===== config.mk =====
export PLATFORM = sky130hd
export DESIGN_NAME = multi_button_counter
export DESIGN_NICKNAME = d
export VERILOG_FILES = /design/src/rtl/multi_button_counter.sv
export SDC_FILE = /design/constraint.sdc
export NUM_CORES = 1
export LEC_CHECK = 0
export CORE_MARGIN = 2
export CORE_UTILIZATION = 30
export CTS_CLUSTER_SIZE = 24
export DETAILED_ROUTE_END_ITERATION = 7
export PLACE_DENSITY_LB_ADDON = 0.15
export SYNTH_ARGS = -nofsm -noshare
export SYNTH_HDL_FRONTEND = slang
export SYNTH_SLANG_ARGS = --single-unit

===== constraint.sdc =====
create_clock -name clk -period 3.5 [get_ports clk]
set_input_delay 0.7 -clock clk [delete_from_list [all_inputs] [get_ports clk]]
set_output_delay 0.7 -clock clk [all_outputs]
set_load 0.01 [all_outputs]

===== src/rtl/multi_button_counter.sv =====
// Multi-channel debounced push-button counter: each channel is synchronised, debounced
// by a four-state FSM and drives an up/down counter that either wraps or saturates.
module multi_button_counter #(
  parameter int N_CH       = 4,
  parameter int CNT_W      = 8,
  parameter int DEB_CYCLES = 240000,
  parameter int SATURATE   = 0
) (
  input  logic                  clk,
  input  logic                  rst_n,
  input  logic [N_CH-1:0]       b_in,
  input  logic [N_CH-1:0]       dir,
  input  logic [N_CH-1:0]       clr,
  output logic [N_CH-1:0]       pressed,
  output logic [N_CH-1:0]       press_pulse,
  output logic [N_CH*CNT_W-1:0] count,
  output logic [N_CH-1:0]       ovf
);
  localparam int DC_W = $clog2(DEB_CYCLES + 1);
  localparam logic [DC_W-1:0]  DC_LAST = DC_W'(DEB_CYCLES - 1);
  localparam logic [DC_W-1:0]  DC_ONE  = DC_W'(1);
  localparam logic [CNT_W-1:0] CNT_MAX = '1;
  localparam logic [CNT_W-1:0] CNT_ONE = CNT_W'(1);

  typedef enum logic [1:0] {
    RELEASED,
    PRESS_WAIT,
    PRESSED,
    RELEASE_WAIT
  } state_t;

  logic [N_CH-1:0] sync_meta;
  logic [N_CH-1:0] sync_s;

  always_ff @(posedge clk or negedge rst_n) begin
    if (!rst_n) begin
      sync_meta <= '0;
      sync_s    <= '0;
    end else begin
      sync_meta <= b_in;
      sync_s    <= sync_meta;
    end
  end

  genvar gi;
  generate
    for (gi = 0; gi < N_CH; gi = gi + 1) begin : g_ch
      state_t           state;
      logic [DC_W-1:0]  dc;
      logic             pressed_reg;
      logic             pulse_reg;
      logic             ovf_reg;
      logic [CNT_W-1:0] cnt_reg;
      logic [CNT_W-1:0] cnt_next;
      logic             accept;
      logic             at_limit;

      // Same condition the FSM uses to enter PRESSED, so the count moves on the strobe edge.
      assign accept = (state == PRESS_WAIT) && sync_s[gi] && (dc == DC_LAST);

      always_ff @(posedge clk or negedge rst_n) begin
        if (!rst_n) begin
          state       <= RELEASED;
          dc          <= '0;
          pressed_reg <= 1'b0;
          pulse_reg   <= 1'b0;
        end else begin
          pulse_reg <= 1'b0;
          case (state)
            RELEASED: begin
              if (sync_s[gi]) begin
                state <= PRESS_WAIT;
                dc    <= DC_ONE;
              end else begin
                dc <= '0;
              end
            end
            PRESS_WAIT: begin
              if (!sync_s[gi]) begin
                state <= RELEASED;
                dc    <= '0;
              end else if (dc == DC_LAST) begin
                state       <= PRESSED;
                pressed_reg <= 1'b1;
                pulse_reg   <= 1'b1;
                dc          <= '0;
              end else begin
                dc <= dc + DC_ONE;
              end
            end
            PRESSED: begin
              if (!sync_s[gi]) begin
                state <= RELEASE_WAIT;
                dc    <= DC_ONE;
              end
            end
            RELEASE_WAIT: begin
              if (sync_s[gi]) begin
                state <= PRESSED;
                dc    <= '0;
              end else if (dc == DC_LAST) begin
                state       <= RELEASED;
                pressed_reg <= 1'b0;
                dc          <= '0;
              end else begin
                dc <= dc + DC_ONE;
              end
            end
            default: begin
              state <= RELEASED;
              dc    <= '0;
            end
          endcase
        end
      end

      // Modular +/-1 gives the wrap case for free; saturation just holds the value.
      always_comb begin
        at_limit = dir[gi] ? (cnt_reg == '0) : (cnt_reg == CNT_MAX);
        cnt_next = dir[gi] ? (cnt_reg - CNT_ONE) : (cnt_reg + CNT_ONE);
        if (at_limit && (SATURATE != 0)) begin
          cnt_next = cnt_reg;
        end
      end

      always_ff @(posedge clk or negedge rst_n) begin
        if (!rst_n) begin
          cnt_reg <= '0;
          ovf_reg <= 1'b0;
        end else if (clr[gi]) begin
          cnt_reg <= '0;
          ovf_reg <= 1'b0;
        end else if (accept) begin
          cnt_reg <= cnt_next;
          if (at_limit) begin
            ovf_reg <= 1'b1;
          end
        end
      end

      assign pressed[gi]                 = pressed_reg;
      assign press_pulse[gi]             = pulse_reg;
      assign ovf[gi]                     = ovf_reg;
      assign count[gi*CNT_W +: CNT_W]    = cnt_reg;
    end
  endgenerate
endmodule

==> impl_metrics.yaml <==
setup_path:
  critPathTopFamily: "buffers and inverters"
  r2r_slack_ns: 1.01
  worstPathRequired_ns: 3.83
  r2r-end: "g_ch[2].cnt_reg[6]"
  slowest_delay_ns: 0.66
  cp-start-kind: "input port"
  critPathBufInv: 1
  path_max_fanout: 11
  reg2reg_depth: 6
  worstPathArrival_ns: 2.97
  path_class: "input port to register"
  reg2reg_from: "g_ch[2].dc[7]"
  end_kind: "register"
  critical_path.cell_chain: "clkdlybuf4s50_1, ha_1, a21oi_1, a211oi_1, nor3_1, or4_1, a21oi_1"
  crit_path_frequent_cell: "a21oi_1"
  crit_slowest_cell: "clkdlybuf4s50_1"
pwr:
  p_int_w: 0.002705
  irDropWorstVdd_v: 0.0003090
  seqPwrFrac: 0.453
  p_sw_frac: 0.2570
  p_sw_w: 0.0009358
  p_comb_frac: 0.103
  power_frac_clock: 0.444
  p_leak_nw: 3.900
  powerDensity_nw_per_um2: 397.3
  power.total_w: 0.003641
synth:
  synthCells: 831
  yosysWarningCount: 0
  synth_seq_area_share: 0.4288
  synth_area_leaders: "dfrtp_1 43%, ha_1 4.5%, nand2_1 4.4%, a21oi_1 4.2%, o21ai_0 2.9%"
  ys_ff_latch: 132
  synth_top_cell_by_area: "dfrtp_1"
  yosys.area.top_type_share: 0.4288
  synth-edff-count: 0
  syn-num-nets: 877
  dominantRegCellSynth: "dfrtp_1"
  synth_cell_types: 59
  syn_area_sq_um: 7702
  syn_avg_cell_area_sq_um: 9.269
  async_reset_ff_frac: 1.000
layout:
  stdcell_area_sq_um: 9164
  diodes: 0
  instances_no_fill: 1229
  ff_latch_area_sq_um: 3303
  nFillCells: 2567
  drive_above_1_share: 0.06897
  area_growth_pct: 18.97
  nets: 934
  largest_reg_flops: 72
  multiInputGateArea_sq_um: 4164
timing:
  min_period_ns: 2.635
  worstMarginPinSlew_ns: 0.8934
  min_period_over_period: 0.7529
  final.setup.tns_ns: 0
  rsz0062_at_grt: "false"
  fmax_mhz: 379.5
  finalHoldViolCount: 0
  relSlewSlack: 0.4044
  worst_hold_slack_ns: 0.2442
  fin_skew_ns: 0.008074
  setup_viol: 0
  drv_slew: 0
grt:
  use_met3: 0.02854
  grt.met1_usage: 0.1965
  grt_pass1_vias: 6154
  track_usage: 0.1416
  grt_overflow: 0
  antenna_found_initial: 0
  gr-max-usage-layer: "met2"
  grt_max_degree: 54
  gr-usage-met2: 0.2244
  grt_first_pass_wirelength_microns: 30910
die:
  rows: 58
  dieArea_sq_um: 26970
  die_h_microns: 164.2
  start_util: 0.3059
  io_pins: 58
  die_w_microns: 164.2
  coreArea_sq_um: 25180
clock_network:
  postCtsResizedCells: 0
  clkSinkCount: 132
  htree_levels: 4
  ctsHoldBuffers: 0
  clkTransAtPathRegs_ns: 0.06
  root_buffer: "clkbuf_16"
  cts_buffers: 17
  post_cts_buffers: 0
  cts_tree: "yes"
  clock_latency_ns: 0.41
  cts_buffer_depth: 2
outcome:
  status: "finished, final reports clean"
route:
  route.vias.total: 6340
  drc: 0
  drt_iter0_markers: 389
  ant_nets: 0
  dr.pass1.iters: 5
  wirelength_microns: 17790
  vias_per_cell: 5.159
  wl_per_cell_microns: 14.47
placed_design:
  dp.cells: 1199
  place_area_sq_um: 8632
  port_buffers: 57
  gp_congestion: 0.7714
  place_hpwl_microns: 12570
flow_run:
  drv_cap: 0
min_path:
  min_path_type: "input port to asynchronous set/reset pin"
synthesized netlist by cell type, drive strengths merged (3+ instances only):
cell type  count
mux2           5
xor2          20
o21ai         45
buf           17
nor2b          7
and3           5
o31ai          9
mux2i         20
nor3b          7
o21ba          4
nand4b         4
nor3          18
or4            7
o21a           5
a21o          20
inv           16
a211oi         6
a31oi         32
o211ai         7
ha            28
nor2          57
xnor2         14
fa             4
a22o          12
dfrtp        132
nand2b        10
and4           7
a21oi         64
nand3         43
o211a          3
nor4b          3
nor4          15
clkbuf        18
nand4         22
nor4bb         5
nand3b        14
a31o           4
and2          11
a41oi          3
nand2         91
or3            6
cell type report:
| class | count | area share |
|---|---|---|
| clock buffer | 26 | 0.05557 |
| tap | 330 | 0.04506 |
| sequential | 132 | 0.3605 |
| multi-input combinational | 648 | 0.4544 |
| clock inverter | 4 | 0.002458 |
| inverter | 16 | 0.006554 |
| timing repair buffer | 73 | 0.07551 |
power by group through the flow:
stage / combinational [W] / clock, W / sequential [W]
6_report: 0.000374 / 0.00162 / 0.00165
5_1_grt: 0.000422 / 0.00175 / 0.00166
4_1_cts: 0.000380 / 0.00168 / 0.00165
3_5_place_dp: 0.000380 / 0 / 0.00167
3_3_place_gp: 0.000378 / 0 / 0.00168
2_1_floorplan: 0.000264 / 0 / 0.00165
kinds of logic after synthesis:
logic type               Yosys count  synth area share
buffers and inverters             51           0.03103
AND/OR/NAND/NOR                  339            0.2349
multiplexers                      25           0.03330
AO/OA/AOI/OAI                    218            0.1774
adder cells (fa/ha/maj)           32           0.05588
XOR/XNOR                          34           0.03866
flip-flops                       132            0.4289
worst reg2reg max path, stage by stage (launching register included):
cell	delay, ns
dfrtp_1	0.47
or4b_2	0.65
nor3_2	0.16
buf_4	0.17
nand3_1	0.42
a31o_2	0.39
a21oi_1	0.13
worst max path at each step:
stage          slack [ns]          start                 end  depth (start not counted)
6_report             0.86         dir[0]  g_ch[0].cnt_reg[7]                          7
5_1_grt              0.68         dir[0]  g_ch[0].cnt_reg[7]                          7
4_1_cts              0.88         dir[0]  g_ch[0].cnt_reg[7]                          7
3_5_place_dp         0.46         dir[0]  g_ch[0].cnt_reg[7]                          7
3_3_place_gp         0.47         dir[0]  g_ch[0].cnt_reg[7]                          7
2_1_floorplan        1.34  g_ch[1].dc[9]  g_ch[1].cnt_reg[7]                          5
cell usage in the layout, fill, tap and decap left out, types with 5 or more instances in the layout:
cell	count
a211oi_1	6
a21o_1	20
a21oi_1	63
a22o_1	12
a31oi_1	32
and2_1	10
and3_1	5
and4_1	6
buf_4	16
clkbuf_16	17
clkbuf_8	5
clkdlybuf4s50_1	56
dfrtp_1	132
ha_1	28
inv_1	16
mux2_2	5
mux2i_1	20
nand2_1	91
nand2b_1	10
nand3_1	43
nand3b_1	14
nand4_1	22
nor2_1	57
nor2b_1	7
nor3_1	17
nor3b_1	7
nor4_1	14
nor4bb_1	5
o211ai_1	7
o21a_1	5
o21ai_0	44
o31ai_1	9
or3_1	6
or4_1	6
xnor2_1	14
xor2_1	20
metal layers:
metal / up-vias / wire length [microns]
met5: - / 0
met2: 86 / 8234
met1: 3056 / 8884
met4: 0 / 156
met3: 9 / 509
li1: 3189 / -
stage by stage:
stage               setup WS (ns)    util
floorplan                   1.336       -
global placement           0.4651  0.3428
detailed placement         0.4580  0.3428
CTS                        0.8847  0.3639
global route               0.6846  0.3639
finish                     0.8650  0.3639
Note: power is estimated with default switching activity, not from simulation.
==> RTL edit (same flow settings) <==
Change the parameter `SATURATE` from 0 to 1.
--- a/src/rtl/multi_button_counter.sv
+++ b/src/rtl/multi_button_counter.sv
@@ -5,5 +5,5 @@
   parameter int CNT_W      = 8,
   parameter int DEB_CYCLES = 240000,
-  parameter int SATURATE   = 0
+  parameter int SATURATE   = 1
 ) (
   input  logic                  clk,
Check against the original RTL: no difference found for any inputs over 4 cycles, from zero or initial values and one cycle with rst_n low; that may be too few to reach the edited logic, so the function may still have changed.
==> RTL edit against the unedited design <==
Sequential cell count did not move; power rose by 0.41%; setup slack got worse by 83 ps; first-iteration DRC count down 25%; final area is essentially flat; fmax decreased by 3.0%; highest routed layer unchanged; critical endpoint is now g_ch[2].cnt_reg[7]; wire length about the same; area after synthesis is 0.15% higher; combinational power decreased by 19%; clock power increased by 7%.
==> RTL edit: results (changes against the unedited design) <==
- Outcome: finished clean (unchanged)
- The maximum VDD drop came to 0.000226 V (was 0.000309 V).
- Wire length of the first global-routing pass: 31.0 mm (was 30.9 mm)
- # placed instances: 1210 (was 1199)
- The met2 layer wire length in the routed design is 8.16 mm (was 8.23 mm).
* Area contributors post-synth: sky130_fd_sc_hd__dfrtp_1 43%, sky130_fd_sc_hd__nor2_1 5.3%, sky130_fd_sc_hd__o21ai_0 5.2%, sky130_fd_sc_hd__nand2_1 4.6%, sky130_fd_sc_hd__ha_1 4.5% (was sky130_fd_sc_hd__dfrtp_1 43%, sky130_fd_sc_hd__ha_1 4.5%, sky130_fd_sc_hd__nand2_1 4.4%, sky130_fd_sc_hd__a21oi_1 4.2%, sky130_fd_sc_hd__o21ai_0 2.9%)
- The routed via count divided by cell count was 4.92 (was 5.16).
- Grt met1 use: 19.0% (was 19.7%)
- GR Util All Layers: 14.3% (was 14.2%)
- Reg-to-Reg Start: g_ch[1].dc[0] (was g_ch[2].dc[7])
* Clock root buffer master: sky130_fd_sc_hd__clkbuf_16 (unchanged)
* Kind of cell adding the most delay to the critical path: compound AO/OA/AOI/OAI gates (was buffers and inverters)
* Number of nets in the layout: 945 (was 934)
* Share of the synthesized area in compound gates (AO/OA/AOI/OAI): 12.2% (was 17.7%)
* Weighted congestion at the end of routability-driven global placement: 0.799 (was 0.771)
* Fraction of synthesized area in multiplexers: 3.29% (was 3.33%)
* Arrival @ worst endpoint: 3020 ps (was 2970 ps)
- Count of vias placed by the detailed router: 6108 (was 6340)
- The detailed-routing iteration count for the pre-antenna-repair pass was 4 (was 5).
- Distinct cell type count after synthesis: 61 (was 59)
* Adder-cell area share of the yosys netlist: 5.58% (was 5.59%)
- The routed length on met1 was 8.79 mm (was 8.88 mm).
- Hpwl dp: 12.3 mm (was 12.6 mm)
- The met3 routing resource usage after global routing was 3.48% (was 2.85%).
* Part of the Yosys area used for sequential elements: 42.8% (was 42.9%)
* Final worst clock skew: 12.2 ps (was 8.07 ps)
- Highest net fanout along the worst path: 13 (was 11)
- Post-detailed-route wirelength per cell: 14.3 um (was 14.5 um)
* Transition time of the tightest slew-check pin: 866 ps (was 893 ps)
* Leading cell types by count after synthesis: 132 x sky130_fd_sc_hd__dfrtp_1, 108 x sky130_fd_sc_hd__nor2_1, 94 x sky130_fd_sc_hd__nand2_1, 80 x sky130_fd_sc_hd__o21ai_0, 39 x sky130_fd_sc_hd__nand3_1 (was 132 x sky130_fd_sc_hd__dfrtp_1, 91 x sky130_fd_sc_hd__nand2_1, 64 x sky130_fd_sc_hd__a21oi_1, 57 x sky130_fd_sc_hd__nor2_1, 44 x sky130_fd_sc_hd__o21ai_0)
* Violation count after the first detailed-routing iteration: 290 (was 389)
- Average instance area after synthesis: 9.11 um2 (was 9.27 um2)
* Setup crit start: dir[2] (was dir[0])
* Critical path's largest stage delay: 780 ps (was 660 ps)
## RTL edit: stage by stage
step / area (um2) / setup slack (ps)
floorplan: 7710 / 1130
global placement: 8600 / 392
detailed placement: 8600 / 379
CTS: 9170 / 797
global route: 9170 / 540
finish: 9170 / 782
## RTL edit: cells by family (layout without fill, tap and decap cells)
logic type | Yosys count | after routing
compound gates | 157 | 157
xor+xnor | 59 | 59
fa+ha+maj | 32 | 32
buf+inv | 48 | 113
flops | 132 | 132
mux | 25 | 25
simple gates | 394 | 394
## RTL edit: final timing paths
kind,endpoint,slack [ps],cells after the start
worst max-delay path,g_ch[2].cnt_reg[7],780,8
worst min-delay path,g_ch[3].cnt_reg[6],280,1
worst max register to register,g_ch[1].cnt_reg[4],860,7
worst min register to register,sync_s[0],350,0
max in group asynchronous,g_ch[1].cnt_reg[2],2390,2
min in group clk,sync_s[0],350,0
## RTL edit: report_power, final
group | internal [W] | switching, W | total (W)
clock network | 0.00101 | 0.000734 | 0.00174
logic | 0.000110 | 0.000192 | 0.000302
registers | 0.00156 | 0.0000524 | 0.00161
total | 0.00268 | 0.000978 | 0.00366
## RTL edit: cell type report
cell class / instances / area [um2]
multi-input combinational: 667 / 4190
timing repair buffer: 66 / 639
clock inverter: 12 / 121
sequential: 132 / 3300
fill: 2529 / 16000
inverter: 15 / 56.3
clock buffer: 20 / 447
tap: 330 / 413
## RTL edit: worst reg2reg max path: stages, from the launching register on
cell and delay (ps):
sky130_fd_sc_hd__dfrtp_1 420, sky130_fd_sc_hd__ha_1 230, sky130_fd_sc_hd__nand3_2 150, sky130_fd_sc_hd__or4_4 590, sky130_fd_sc_hd__or3_4 410, sky130_fd_sc_hd__nor2_2 410
sky130_fd_sc_hd__mux2i_1 240, sky130_fd_sc_hd__nor2_1 50
